==> config.mk <==
export PLATFORM = sky130hd
export DESIGN_NAME = mod_int_sched
export DESIGN_NICKNAME = d
export VERILOG_FILES = /design/src/rtl/mod_int_sched.sv
export SDC_FILE = /design/constraint.sdc
export NUM_CORES = 1
export LEC_CHECK = 0
export CAP_MARGIN = 20
export CORE_AREA = 5 5 91 101
export CTS_CLUSTER_SIZE = 8
export DETAILED_ROUTE_END_ITERATION = 16
export DIE_AREA = 0 0 96 106
export GPL_TIMING_DRIVEN = 1
export HOLD_SLACK_MARGIN = 0.02
export PLACE_DENSITY = 0.83
export SLEW_MARGIN = 5
export SYNTH_ARGS = -nofsm -noshare
export SYNTH_HDL_FRONTEND = slang
export SYNTH_SLANG_ARGS = --single-unit
==> constraint.sdc <==
create_clock -name clk -period 2.24 [get_ports clk]
set_input_delay 0.336 -clock clk [delete_from_list [all_inputs] [get_ports clk]]
set_output_delay 0.336 -clock clk [all_outputs]
set_load 0.005 [all_outputs]
==> src/rtl/mod_int_sched.sv <==
// Prioritised interrupt scheduler: edge capture, mask/pending/cause/EOI registers.
// Optional `MOD_INT_SCHED_RR_EN` selects round-robin instead of fixed priority.
module mod_int_sched #(
    parameter int N_SRC = 8
) (
    input  logic             clk,
    input  logic             rst,
    input  logic             ie,
    input  logic             de,
    input  logic [31:0]      iaddr,
    input  logic [31:0]      daddr,
    input  logic [1:0]       drw,
    input  logic [31:0]      din,
    output logic [31:0]      iout,
    output logic [31:0]      dout,
    output logic             int_o,
    input  logic             int_ack,
    input  logic [N_SRC-1:0] i_src
);

    // `int` is a reserved word, so the CPU request leaves as int_o.
    typedef enum logic [1:0] {
        S_IDLE    = 2'd0,
        S_REQ     = 2'd1,
        S_SERVICE = 2'd2
    } state_t;

    state_t           state_q, state_d;
    logic [N_SRC:0]   mask_q, mask_d;
    logic [N_SRC:0]   pend_q, pend_d;
    logic [N_SRC-1:0] prev_q, prev_d;
    logic [4:0]       cause_id_q, cause_id_d;
    logic             int_q;

    logic             wr;
    logic             wr_mask, wr_pend, wr_eoi;
    logic [N_SRC:0]   set_v, clr_v, sel_v, cand;
    logic [4:0]       win_id;
    logic             valid;

    wire unused_in = ^{ie, iaddr, drw[1], din};

    assign wr      = de & drw[0];
    assign wr_mask = wr && (daddr == 32'h0);
    assign wr_pend = wr && (daddr == 32'h4);
    assign wr_eoi  = wr && (daddr == 32'hC);

    assign set_v = {i_src & ~prev_q, 1'b0};
    assign sel_v = (N_SRC+1)'(1) << cause_id_q;
    assign cand  = {pend_q[N_SRC:1] & mask_q[N_SRC:1], 1'b0};

`ifdef MOD_INT_SCHED_RR_EN
    logic [4:0] last_grant_q, last_grant_d;
    logic [4:0] hi_id, lo_id;
    logic       hi_hit;

    // Prefer the lowest candidate above the last grant, else wrap to lowest.
    always_comb begin
        hi_id  = '0;
        lo_id  = '0;
        hi_hit = 1'b0;
        for (int i = N_SRC; i >= 1; i--) begin
            if (cand[i]) begin
                lo_id = 5'(i);
                if (5'(i) > last_grant_q) begin
                    hi_id  = 5'(i);
                    hi_hit = 1'b1;
                end
            end
        end
        win_id = hi_hit ? hi_id : lo_id;
    end
`else
    always_comb begin
        win_id = '0;
        for (int i = N_SRC; i >= 1; i--) begin
            if (cand[i]) win_id = 5'(i);
        end
    end
`endif

    always_comb begin
        mask_d     = mask_q;
        prev_d     = i_src;
        cause_id_d = cause_id_q;
        state_d    = state_q;
        clr_v      = '0;
`ifdef MOD_INT_SCHED_RR_EN
        last_grant_d = last_grant_q;
`endif
        if (wr_mask) mask_d = din[N_SRC:0];
        if (wr_pend) clr_v = din[N_SRC:0];
        if (wr_eoi && state_q == S_SERVICE) clr_v = clr_v | sel_v;
        // A fresh edge wins over any clear of the same bit.
        pend_d = ((pend_q & ~clr_v) | set_v) & ~(N_SRC+1)'(1);

        unique case (state_q)
            S_IDLE: begin
                if (mask_q[0] && |cand) begin
                    cause_id_d = win_id;
                    state_d    = S_REQ;
                end
            end
            S_REQ: begin
                if (int_ack) begin
                    state_d = S_SERVICE;
`ifdef MOD_INT_SCHED_RR_EN
                    last_grant_d = cause_id_q;
`endif
                end else if (~|(pend_d & sel_v)) begin
                    state_d = S_IDLE;
                end
            end
            S_SERVICE: begin
                if (wr_eoi) state_d = S_IDLE;
            end
            default: state_d = S_IDLE;
        endcase
    end

    always_ff @(negedge clk) begin
        if (rst) begin
            state_q    <= S_IDLE;
            mask_q     <= '0;
            pend_q     <= '0;
            prev_q     <= '0;
            cause_id_q <= '0;
            int_q      <= 1'b0;
`ifdef MOD_INT_SCHED_RR_EN
            last_grant_q <= '0;
`endif
        end else begin
            state_q    <= state_d;
            mask_q     <= mask_d;
            pend_q     <= pend_d;
            prev_q     <= prev_d;
            cause_id_q <= cause_id_d;
            int_q      <= (state_d == S_REQ);
`ifdef MOD_INT_SCHED_RR_EN
            last_grant_q <= last_grant_d;
`endif
        end
    end

    assign valid = (state_q == S_REQ) || (state_q == S_SERVICE);

    always_comb begin
        dout = '0;
        unique case (daddr)
            32'h0:   dout = 32'(mask_q);
            32'h4:   dout = 32'(pend_q);
            32'h8:   dout = {valid, 26'b0, cause_id_q};
            default: dout = '0;
        endcase
    end

    assign iout  = '0;
    assign int_o = int_q;

endmodule

==> out/metrics.cfg <==
[yosys]
yosys-top-cells-count = 54 x buf_4, 32 x dfxtp_1, 32 x nor2_1
synth_top_area_frac = 0.257
synth_area_leaders = dfxtp_1 26%, buf_4 16%, mux2i_1 8.0%
synth.distinct_cells = 50
syn_area_per_cell_um2 = 8.24
syn_area_um2 = 2490
synth-seq-cells = 32
synthCells = 302
synth_warnings = 0
synth.most_common_cell = buf_4
yosysSeqAreaShare = 0.257
synth_ff_type = dfxtp_1
synth_edf_count = 0
yosysTopAreaCell = dfxtp_1
synthArstFlopShare = 0

[setup_path]
crit_chain = buf_6 -> nor4_4 -> buf_4 -> nand4_4 -> buf_4 -> o311ai_4 -> a2111oi_4 -> a211oi_4 -> nand2_1 -> a41o_1 -> a32o_1
rrSetupSlack_ps = -110
worst-endpoint-required_ps = 1350
crit_type = input port to flip-flop
cp_max_fo = 5
worst_path_most_repeated_cell = buf_4
slowest_stage = nor4_4
end_kind = flip-flop
startpoint_type = input port
worstPathArrival_ps = 2330
max_stage_delay_ps = 250
crit_buf_inv = 3
critPathTopFamily = compound AO/OA/AOI/OAI gates

[placed_design]
dp_hpwl_um = 6130
io_buffers = 64
place_area_um2 = 3520
dp.cells = 525
gp_congestion = 1.00

[clock_network]
cts.sinks = 32
clk_pin_slew_ps = 30
cts_made_buffers = 5
cts_tree = done
clockRootBuffer = clkbuf_8
clkLatencyLatePin_ps = 360
clockBufferDepth = 2
htreeDepth = 2

[sta]
setup_viol = 30
slew_violations = 0
finalClockSkew_ps = 21.4
layout_setup_ws_ps = -978
hold_viol_final = 0
slew_headroom = 0.632
tightestPinTransition_ps = 550
grt_setup_unrepaired = true

[final_layout]
area_delta_synth_final_pct = 64.5
nNetsFinal = 584
postLayoutCellArea_um2 = 4100
layoutNonFillerInstCount = 581
diodes = 0
drive_gt1_frac = 0.387

[global_routing]
grt_pass1_vias = 2871
grt_pass1_wl_um = 13400
grt_max_degree = 30
grt-ovfl-total = 0
grt_usage = 0.167
antenna_found_initial = 0

[floorplanning]
dieHeight_um = 106
coreArea_um2 = 8150
top_level_ports = 176
die_w_um = 96
rows = 35
initial_core_util = 0.306
die-area_um2 = 10200

[min_path]
hold_path_class = flip-flop to flip-flop

[status]
violations = negative setup slack
status = complete, but fails checks

[detailed_routing]
wl_um = 8690
drt-wirelength-per-cell_um = 15.0
postRouteAntennaNets = 0
drt_iter0_drc = 203
vias = 2780
post-route-drc-count = 0
firstDrtPassIters = 4
vias_per_cell = 4.78

[power]
total_power_mw = 1.68
power.density_nw_per_um2 = 411
cellLeakagePower_nw = 1.92
ir_drop_uv = 300

[run]
cap_violations = 0

-- repair_timing --
item	in CTS	in global routing
hold buffers	0	0
buffers inserted	13	5
endpoints found under the setup margin	31	31
gates cloned	2	0
resized for setup	207	22
pin swaps	45	17
-- state kept, by name, summed over array words and instances (netlist names) --
register,count
cause_id_q,4
pend_q,8
state_q,2
mask_q,9
int_o,1
prev_q,8
-- stage by stage --
stage / hold slack (ps) / setup TNS, ps / setup WS [ps] / utilization
after global routing: 554 / -19260 / -1070 / 0.503
after detailed placement: 530 / -40100 / -1650 / 0.432
after floorplan: 482 / -15810 / -947 / -
after global placement: 522 / -38630 / -1590 / 0.432
after CTS: 531 / -15950 / -954 / 0.490
final: 546 / -16900 / -978 / 0.503
-- tightest hold or removal path, stage by stage, from the launching register on --
cell and delay [ps]:
dfxtp_1 290, nand2b_1 130, a21oi_1 70
-- metal layers --
metal | track usage | up-vias | wire (um)
met1 | 0.183 | 1290 | 3100
met5 | 0 | - | 0
met3 | 0.0559 | 38 | 766
li1 | - | 1301 | -
met4 | 0.0843 | 0 | 418
met2 | 0.282 | 151 | 4410
-- power by group --
group	internal (mW)	total, mW	switching, mW
Clock	0.404	0.787	0.384
Combinational	0.151	0.294	0.142
Sequential	0.594	0.603	0.00826
Total	1.15	1.68	0.534
-- path summary, 6_finish.rpt --
path / startpoint / to / cells after the start
worst max register to register: state_q[0] / int_o / 12
worst min register to register: prev_q[6] / pend_q[7] / 2
worst min-delay path: prev_q[6] / pend_q[7] / 2
worst max-delay path: daddr[31] / int_o / 11
-- kinds of logic (layout without fill, tap and decap cells) --
| kind of cell | after synthesis | count (layout) | share of synthesized area |
|---|---|---|---|
| buf+inv | 75 | 189 | 0.195 |
| compound gates | 54 | 54 | 0.151 |
| fa+ha+maj | 4 | 4 | 0.0201 |
| flops | 32 | 32 | 0.257 |
| simple gates | 116 | 117 | 0.294 |
| mux | 20 | 20 | 0.0804 |
| other cells | 1 | 54 | 0.00151 |
-- layout make-up --
class                   instances  area, um^2
clock buffers                   5        68.8
clock inverters                35         160
fillers                       737        4050
inverters                       9        33.8
multi-input cells             249        1860
flip-flops and latches         32         663
well taps                     111         139
repair buffers                140        1170
-- layout by cell type (no fill, tap or decap), drive strengths merged, types with 7 or more instances in the layout --
master	count
a21oi	17
buf	107
clkbuf	7
clkdlybuf4s15	7
clkdlybuf4s50	18
conb	54
dfxtp	32
inv	43
mux2i	20
nand2	24
nand2b	9
nor2	32
nor2b	12
nor3	10
nor4	10
(Power assumes the default switching activity.)
